<file path="config.mk">
export PLATFORM = sky130hd
export DESIGN_NAME = fetch_sequencer
export DESIGN_NICKNAME = d
export VERILOG_FILES = /design/src/rtl/fetch_sequencer.sv
export SDC_FILE = /design/constraint.sdc
export NUM_CORES = 1
export LEC_CHECK = 0
export ABC_AREA = 0
export CORE_MARGIN = 2
export CORE_UTILIZATION = 40
export CTS_BUF_LIST = sky130_fd_sc_hd__clkbuf_4
export DETAILED_ROUTE_END_ITERATION = 10
export PLACE_DENSITY = 0.76
export SLEW_MARGIN = 15
export SYNTH_ARGS = -nofsm -noshare
export SYNTH_HDL_FRONTEND = slang
export SYNTH_SLANG_ARGS = --single-unit
</file>
<file path="constraint.sdc">
create_clock -name clk -period 1.9 [get_ports clk]
set_input_delay 0.19 -clock clk [delete_from_list [all_inputs] [get_ports clk]]
set_output_delay 0.19 -clock clk [all_outputs]
set_load 0.05 [all_outputs]
</file>
<file path="src/rtl/fetch_sequencer.sv">
// -----------------------------------------------------------------------------
// fetch_sequencer
//
// Owns the program counter and the image select for the single-cycle CPU's
// two-image instruction memory. It steps the PC from the datapath's next-PC
// value. It halts fetch when the PC runs past the end of the active image. It
// also sequences program switches: the PC is reset, a fixed number of flush
// bubbles is inserted, and the switch is acknowledged. The block counts
// retired fetches per program run, and the count saturates at 16'hFFFF.
//
// Ports:
//   clk          rising-edge clock
//   rst_n        synchronous active-low reset
//   run          fetch enable from board control
//   stall        datapath hold; PC and retire count frozen while high
//   pc_next_in   next PC from datapath (bits [1:0] ignored)
//   switch_req   request to restart on another image (level or pulse)
//   switch_to    target image, sampled together with switch_req
//   pc           current fetch address
//   rom_sel      image select (0 = image 0, 1 = image 1)
//   fetch_valid  instruction at pc is executed/retired this cycle
//   halted       fetch stopped because the PC left the active image
//   switch_ack   one-cycle pulse when a switch has been applied
//   instr_count  retired fetches since last reset/switch, saturating
// -----------------------------------------------------------------------------
module fetch_sequencer #(
  parameter int unsigned DEPTH0       = 336,
  parameter int unsigned DEPTH1       = 77,
  parameter logic [31:0] RESET_PC     = 32'h0000_0000,
  parameter int unsigned FLUSH_CYCLES = 2
) (
  input  logic        clk,
  input  logic        rst_n,
  input  logic        run,
  input  logic        stall,
  input  logic [31:0] pc_next_in,
  input  logic        switch_req,
  input  logic        switch_to,
  output logic [31:0] pc,
  output logic        rom_sel,
  output logic        fetch_valid,
  output logic        halted,
  output logic        switch_ack,
  output logic [15:0] instr_count
);

  typedef enum logic [1:0] {
    S_IDLE  = 2'd0,
    S_FETCH = 2'd1,
    S_FLUSH = 2'd2,
    S_HALT  = 2'd3
  } state_t;

  localparam logic [29:0] DEPTH0_W   = 30'(DEPTH0);
  localparam logic [29:0] DEPTH1_W   = 30'(DEPTH1);
  // The flush counter exits on zero, so loading N-1 yields N bubble cycles.
  localparam logic [3:0]  FLUSH_INIT = 4'(FLUSH_CYCLES - 1);

  state_t      r_state,      w_state_nxt;
  logic [31:0] r_pc,         w_pc_nxt;
  logic        r_rom_sel,    w_rom_sel_nxt;
  logic [15:0] r_count,      w_count_nxt;
  logic [3:0]  r_flush_cnt,  w_flush_cnt_nxt;
  logic        r_pending,    w_pending_nxt;
  logic        r_target,     w_target_nxt;
  logic        r_switch_ack, w_switch_ack_nxt;

  logic        w_pend;
  logic        w_tgt;
  logic        w_can_apply;
  logic        w_apply;
  logic        w_in_range;
  logic [31:0] w_pc_fetch;
  logic [15:0] w_count_inc;
  logic        w_unused_lsbs;

  // A request present at this edge counts as pending already. As a result, a
  // switch presented while idle reaches its first fetch after FLUSH_CYCLES+1
  // cycles.
  assign w_pend = r_pending | switch_req;
  assign w_tgt  = switch_req ? switch_to : r_target;

  assign w_pc_fetch    = {pc_next_in[31:2], 2'b00};
  assign w_unused_lsbs = ^pc_next_in[1:0];

  // The range check is applied to the PC being loaded. Any high address bit
  // set means the PC is out of range, whatever the image depth.
  assign w_in_range = (pc_next_in[31:11] == '0) &&
                      (pc_next_in[31:2] < (r_rom_sel ? DEPTH1_W : DEPTH0_W));

  assign w_count_inc = (r_count == 16'hFFFF) ? r_count : r_count + 16'd1;

  // A switch may only break in at a cycle boundary where nothing is in
  // flight: idle, halted, an unstalled fetch, or the last flush bubble.
  always_comb begin
    w_can_apply = 1'b0;
    unique case (r_state)
      S_IDLE:  w_can_apply = 1'b1;
      S_HALT:  w_can_apply = 1'b1;
      S_FETCH: w_can_apply = !stall;
      S_FLUSH: w_can_apply = (r_flush_cnt == 4'd0);
      default: w_can_apply = 1'b0;
    endcase
  end

  assign w_apply = w_pend && w_can_apply;

  // NOTE: every signal written here receives a default first, so no path
  // through the block leaves a value unassigned and no latch is inferred.
  always_comb begin
    w_state_nxt      = r_state;
    w_pc_nxt         = r_pc;
    w_rom_sel_nxt    = r_rom_sel;
    w_count_nxt      = r_count;
    w_flush_cnt_nxt  = r_flush_cnt;
    w_pending_nxt    = w_pend;
    w_target_nxt     = w_tgt;
    w_switch_ack_nxt = 1'b0;

    if (w_apply) begin
      // A switch overrides anything else this cycle, including a halt on an
      // out-of-range next PC. The switching fetch does not retire.
      w_state_nxt      = S_FLUSH;
      w_pc_nxt         = RESET_PC;
      w_rom_sel_nxt    = w_tgt;
      w_count_nxt      = 16'd0;
      w_flush_cnt_nxt  = FLUSH_INIT;
      w_pending_nxt    = 1'b0;
      w_switch_ack_nxt = 1'b1;
    end else begin
      unique case (r_state)
        S_IDLE: begin
          if (run) w_state_nxt = S_FETCH;
        end
        S_FETCH: begin
          if (!stall) begin
            w_count_nxt = w_count_inc;
            if (!run) begin
              // The fetch in this cycle retires, but the PC stays put.
              w_state_nxt = S_IDLE;
            end else begin
              w_pc_nxt = w_pc_fetch;
              if (!w_in_range) w_state_nxt = S_HALT;
            end
          end
        end
        S_FLUSH: begin
          if (r_flush_cnt == 4'd0) begin
            w_state_nxt = run ? S_FETCH : S_IDLE;
          end else begin
            w_flush_cnt_nxt = r_flush_cnt - 4'd1;
          end
        end
        S_HALT: begin
          // Held until a switch or reset; run is ignored.
        end
        default: w_state_nxt = S_IDLE;
      endcase
    end
  end

  // NOTE: sequential state uses non-blocking assignments, so every register
  // samples the pre-edge values and simulation order cannot create races.
  always_ff @(posedge clk) begin
    if (!rst_n) begin
      r_state      <= S_IDLE;
      r_pc         <= RESET_PC;
      r_rom_sel    <= 1'b0;
      r_count      <= 16'd0;
      r_flush_cnt  <= 4'd0;
      r_pending    <= 1'b0;
      r_target     <= 1'b0;
      r_switch_ack <= 1'b0;
    end else begin
      r_state      <= w_state_nxt;
      r_pc         <= w_pc_nxt;
      r_rom_sel    <= w_rom_sel_nxt;
      r_count      <= w_count_nxt;
      r_flush_cnt  <= w_flush_cnt_nxt;
      r_pending    <= w_pending_nxt;
      r_target     <= w_target_nxt;
      r_switch_ack <= w_switch_ack_nxt;
    end
  end

  assign pc          = r_pc;
  assign rom_sel     = r_rom_sel;
  assign instr_count = r_count;
  assign switch_ack  = r_switch_ack;
  assign halted      = (r_state == S_HALT);
  assign fetch_valid = (r_state == S_FETCH) && !stall;

endmodule

</file>
==> flow_summary.yaml, run 1 <==
synth:
  synth_cells: 302
  avgSynthCellArea_um2: 8.16
  yosys_most_used_dff: "dfxtp_1"
  synthDominantCellAreaShare: 0.455
  synth_cell_types: 39
  synth_edf_count: 0
  yosysWarningCount: 0
  yosysSeqAreaShare: 0.455
  ys_seq_elements: 56
  yosys.area.top_type: "dfxtp_1"
  yosys-top-cells-area: "dfxtp_1 46%, nand2_1 11%, a21oi_1 7.3%, ha_1 5.6%, nor2_1 3.4%"
  synth_async_sr_flop_share: 0
  syn_area_um2: 2460
routing:
  dr.max_layer_used: "met4"
  drc: 0
  vias: 2406
  dr_wl_met3_um: 398
  ant_nets: 0
  route.met2.wl_um: 3030
  dr.pass1.iters: 6
  viasPerCell: 5.01
  wl_um: 6370
  wl_met1_um: 2830
  first_iter_violations: 83
  wl_per_cell_um: 13.3
grt:
  gr-total-overflow: 0
  grt_pass1_wl_um: 9720
  grt_max_degree: 40
  antenna_found_initial: 0
  grt_pass1_vias: 2227
  gr-usage-all-layers: 0.183
floorplanning:
  die_w_um: 82.5
  std_cell_rows: 28
  coreArea_um2: 5920
  die_y_um: 82.5
  io_pins: 90
  dieArea_um2: 6800
  start_util: 0.416
layout:
  fin_nets: 453
  post-route-util: 0.636
  final_cell_mix: "74 x clkdlybuf4s50_1, 71 x nand2_1, 42 x dfxtp_1"
  diodes: 0
  syn2layout_area_growth_pct: 52.9
  layout_commonest_cell: "clkdlybuf4s50_1"
  fillCellCount: 495
  post_layout_nonfiller_instances: 480
  drive_gt1_frac: 0.170
cts:
  clk_latency_ns: 0.38
  clock_path_buffers: 2
  root_buffer: "clkbuf_4"
  htree_num_levels: 2
  cts_sinks: 56
  cts_tree: "done"
  cts_made_buffers: 5
  clk_pin_slew_ns: 0.16
timing:
  finalSetupViolCount: 0
  slew_violations: 0
  worst_slew_margin_rel: 0.610
  clock_skew_ns: 0.0177
  fin_crit_sh: 0.979
  fmaxAchievable_mhz: 538
  min_period_ns: 1.86
  tightest_slew_ns: 0.586
  grt_setup_unrepaired: "true"
  finalHoldViolCount: 0
power:
  power_density_nw_per_um2: 880
  ir_worst_vdd_uv: 602
  p_leak_nw: 1.41
setup_path:
  required_ns: 2.17
  cp_max_fo: 2
  cp-end-kind: "flop"
  cp.arrival_ns: 2.13
  path_class: "in2reg"
  startpoint_type: "input port"
place:
  dp_hpwl_um: 4610
  dp_cells: 469
  routabilityCongestion: 0.802
  portBuffers: 85
worst_hold_path:
  hold_class: "in2reg"
outcome:
  status: "complete, no violations"
flow_run:
  drv_cap: 0
## layout make-up
type | count | area, um2 | area share
clock inverter | 3 | 42.5 | 0.0113
multi-input combinational | 221 | 1330 | 0.353
inverter | 11 | 45.0 | 0.0120
timing repair buffer | 109 | 1070 | 0.284
sequential | 56 | 1150 | 0.304
clock buffer | 5 | 37.5 | 0.00996
tap | 75 | 93.8 | 0.0249
## timing repair
item / in CTS / in global routing
pin swaps: 3 / 6
setup endpoints to repair: 2 / 31
buffers inserted: 0 / 3
hold buffers: 0 / 0
gates resized for setup: 7 / 15
hold endpoints to repair: 0 / 0
## routing by layer
| metal | global-route usage | vias up |
|---|---|---|
| li1 | - | 1217 |
| met1 | 0.221 | 1111 |
| met2 | 0.314 | 67 |
| met3 | 0.0478 | 11 |
| met4 | 0.0617 | 0 |
| met5 | 0 | - |
## power by group
group | switching [mW] | internal [mW]
sequential | 0.0598 | 1.26
clock | 0.369 | 0.276
combinational | 0.734 | 0.613
## final timing paths
path | cells past startpoint | startpoint | end | slack (ns)
hold reg to reg | 2 | pc[13] | pc[13] | 0.46
setup reg to reg | 8 | r_state[1] | r_state[1] | 0.05
hold / removal | 3 | pc_next_in[19] | pc[19] | 0.21
setup / recovery | 7 | pc_next_in[23] | r_state[1] | 0.04
## worst max-delay path, cell delays in order
cell and delay, ns:
dlygate4sd2_1 0.25, or4_4 0.53, or4_4 0.54, nor3_4 0.13
o21ai_2 0.08, a41o_1 0.23, o21a_1 0.18
## cells in the mapped netlist, types with 6 or more instances
cell and count:
nand2_1 72, dfxtp_1 56, a21oi_1 36, nor2_1 22
clkbuf_1 13, ha_1 11, inv_1 10, nand3_1 9
xnor2_1 8, or3_1 7, nand4_1 6, xor2_1 6
## metrics by stage
step / area, um2 / total power, mW / setup slack [ns] / hold slack, ns / setup TNS (ns)
finish: 3770 / 3.32 / 0.0402 / 0.213 / 0
CTS: 3690 / 3.29 / 0.0107 / 0.188 / 0
floorplan: 2520 / 2.13 / 0.000930 / 0.307 / 0
detailed placement: 3600 / 2.63 / -0.482 / 0.447 / -1.23
global route: 3770 / 3.51 / -0.0211 / 0.196 / -0.0391
global placement: 3600 / 2.61 / -0.472 / 0.441 / -1.03
## registers in the layout, summed over array words and instances (netlist names)
name,flops
switch_ack,1
instr_count,16
r_flush_cnt,4
rom_sel,1
r_pending,1
r_target,1
r_state,2
pc,30
## logic make-up (layout without fill, tap and decap cells)
logic type	after synthesis	in the layout	share of synthesized area
AOI/OAI and AO/OA	53	53	0.130
xor gates and xnor gates	14	14	0.0498
adders and majority gates	11	11	0.0559
buffers and inverters	26	128	0.0427
DFF	56	56	0.455
muxes	1	1	0.00406
other	1	2	0.00152
and+or+nand+nor	140	140	0.262
No activity file was read; power rests on OpenSTA's default activity.
==> inputs of run 2 (changes only) <==
--- a/config.mk
+++ b/config.mk
@@ -6,11 +6,12 @@
 export NUM_CORES = 1
 export LEC_CHECK = 0
 export ABC_AREA = 0
+export CELL_PAD_IN_SITES_DETAIL_PLACEMENT = 2
+export CELL_PAD_IN_SITES_GLOBAL_PLACEMENT = 2
 export CORE_MARGIN = 2
-export CORE_UTILIZATION = 40
-export CTS_BUF_LIST = sky130_fd_sc_hd__clkbuf_4
+export CORE_UTILIZATION = 22
 export DETAILED_ROUTE_END_ITERATION = 10
-export PLACE_DENSITY = 0.76
+export PLACE_DENSITY_LB_ADDON = 0.1
 export SLEW_MARGIN = 15
 export SYNTH_ARGS = -nofsm -noshare
 export SYNTH_HDL_FRONTEND = slang
==> flow_summary.yaml, run 2 (synthesis gave the netlist of run 1 again) <==
outcome:
  status: "complete, no violations"
routing:
  first_iter_violations: 31
  wl_per_cell_um: 14.7
  viasPerCell: 4.47
  vias: 2482
  ant_nets: 0
  dr.pass1.iters: 4
  wl_um: 8150
  drc: 0
setup_path:
  cp-startpoint: "pc_next_in[19]"
  worstReg2RegEnd: "r_state[1]"
  worstRegToRegCells: 8
  r2r_start: "r_state[1]"
  path_class: "in2reg"
  required_ns: 2.12
  cp_max_fo: 4
  cp-end-kind: "flop"
  cp.arrival_ns: 2.10
  r2r_slack_ns: 0.05
  endpoint: "r_state[1]"
  startpoint_type: "input port"
grt:
  grt_max_degree: 31
  gr-total-overflow: 0
  grt.met2_usage: 0.232
  gr-usage-all-layers: 0.139
  grt_use_met1: 0.187
  grtUsageMet3: 0.0243
  grt_pass1_wl_um: 13000
  grt_pass1_vias: 2583
  top_usage_layer: "met2"
  antenna_found_initial: 0
power:
  p_switching_mw: 1.28
  power_mw: 3.65
  p_leak_nw: 1.41
  clockPowerShare: 0.226
  internal_power_mw: 2.37
  pwr-share-seq: 0.362
  ir_worst_vdd_uv: 510
  power_density_nw_per_um2: 909
  comb_power_share: 0.412
  sw_frac_of_total: 0.351
timing:
  fin_tns_setup_ns: 0
  min_period_ns: 1.88
  fin_crit_sh: 0.990
  tightest_slew_ns: 0.553
  slew_violations: 0
  worst_slew_margin_rel: 0.630
  fmaxAchievable_mhz: 531
  finalHoldViolCount: 0
  grt_setup_unrepaired: "true"
  clock_skew_ns: 0.00905
  finalSetupViolCount: 0
place:
  routabilityCongestion: 0.698
  portBuffers: 85
  dp_hpwl_um: 6130
  dp_cells: 546
floorplanning:
  io_pins: 90
  std_cell_rows: 38
  die_w_um: 110
  start_util: 0.226
  die_y_um: 110
  dieArea_um2: 12100
  coreArea_um2: 10900
layout:
  drive_gt1_frac: 0.207
  syn2layout_area_growth_pct: 63.1
  diodes: 0
  layout_commonest_cell: "clkdlybuf4s50_1"
  fin_nets: 464
  final_cell_mix: "79 x clkdlybuf4s50_1, 71 x nand2_1, 42 x dfxtp_1"
  post_layout_nonfiller_instances: 555
  largest_reg_flops: 30
cts:
  clk_pin_slew_ns: 0.11
  ctsHoldBuffers: 0
  cts_tree: "done"
  root_buffer: "clkbuf_8"
  cts_made_buffers: 5
  htree_num_levels: 2
  cts_sinks: 56
  clk_latency_ns: 0.31
  clock_path_buffers: 2
worst_hold_path:
  worstHoldPathCells: 3
  hold_class: "in2reg"
flow_run:
  drv_cap: 0
run 2: power by group through the flow:
stage,clock [mW],sequential (mW),combinational (mW)
6_report,0.825,1.32,1.50
2_1_floorplan,0,1.47,0.662
4_1_cts,0.881,1.33,1.50
5_1_grt,0.923,1.33,1.66
3_3_place_gp,0,1.34,1.39
3_5_place_dp,0,1.35,1.43
run 2: what timing repair did:
action	CTS	global route
gates resized for setup	15	12
setup buffers	3	0
setup endpoints to repair	4	53
pin swaps	10	1
run 2: worst min path at each step:
stage | startpoint | end | slack, ns
floorplan | rst_n | r_flush_cnt[0] | 0.31
global placement | pc[20] | pc[20] | 0.44
detailed placement | pc[22] | pc[22] | 0.45
CTS | pc_next_in[21] | pc[21] | 0.20
global route | pc_next_in[21] | pc[21] | 0.23
finish | pc_next_in[21] | pc[21] | 0.21
run 2: final cells by class:
cell class | count | area, um2
fillers | 1249 | 6870
repair buffers | 120 | 1160
flip-flops and latches | 56 | 1150
multi-input cells | 221 | 1370
clock buffers | 7 | 119
inverters | 11 | 45.0
well taps | 140 | 175
run 2: stage by stage:
step | hold WS, ns | util | setup WS (ns) | instance area, um2
CTS | 0.202 | 0.364 | 0.0116 | 3960
global route | 0.227 | 0.369 | -0.0812 | 4020
finish | 0.206 | 0.369 | 0.0182 | 4020
detailed placement | 0.449 | 0.348 | -0.561 | 3780
global placement | 0.441 | 0.348 | -0.487 | 3780
floorplan | 0.307 | - | 0.000930 | 2520
run 2: critical path: stages:
cell and delay (ns):
dlygate4sd2_1 0.25, or4_4 0.49, or4_4 0.56, nor3_4 0.14
o21ai_2 0.11, a41o_1 0.20, o21a_1 0.17
run 2: per-layer routing:
metal,wire [um],up-vias,share of wire
met1,3890,1188,0.48
met2,3830,51,0.47
li1,-,1237,-
met3,347,6,0.043
met5,0,-,0
met4,70,0,0.0086
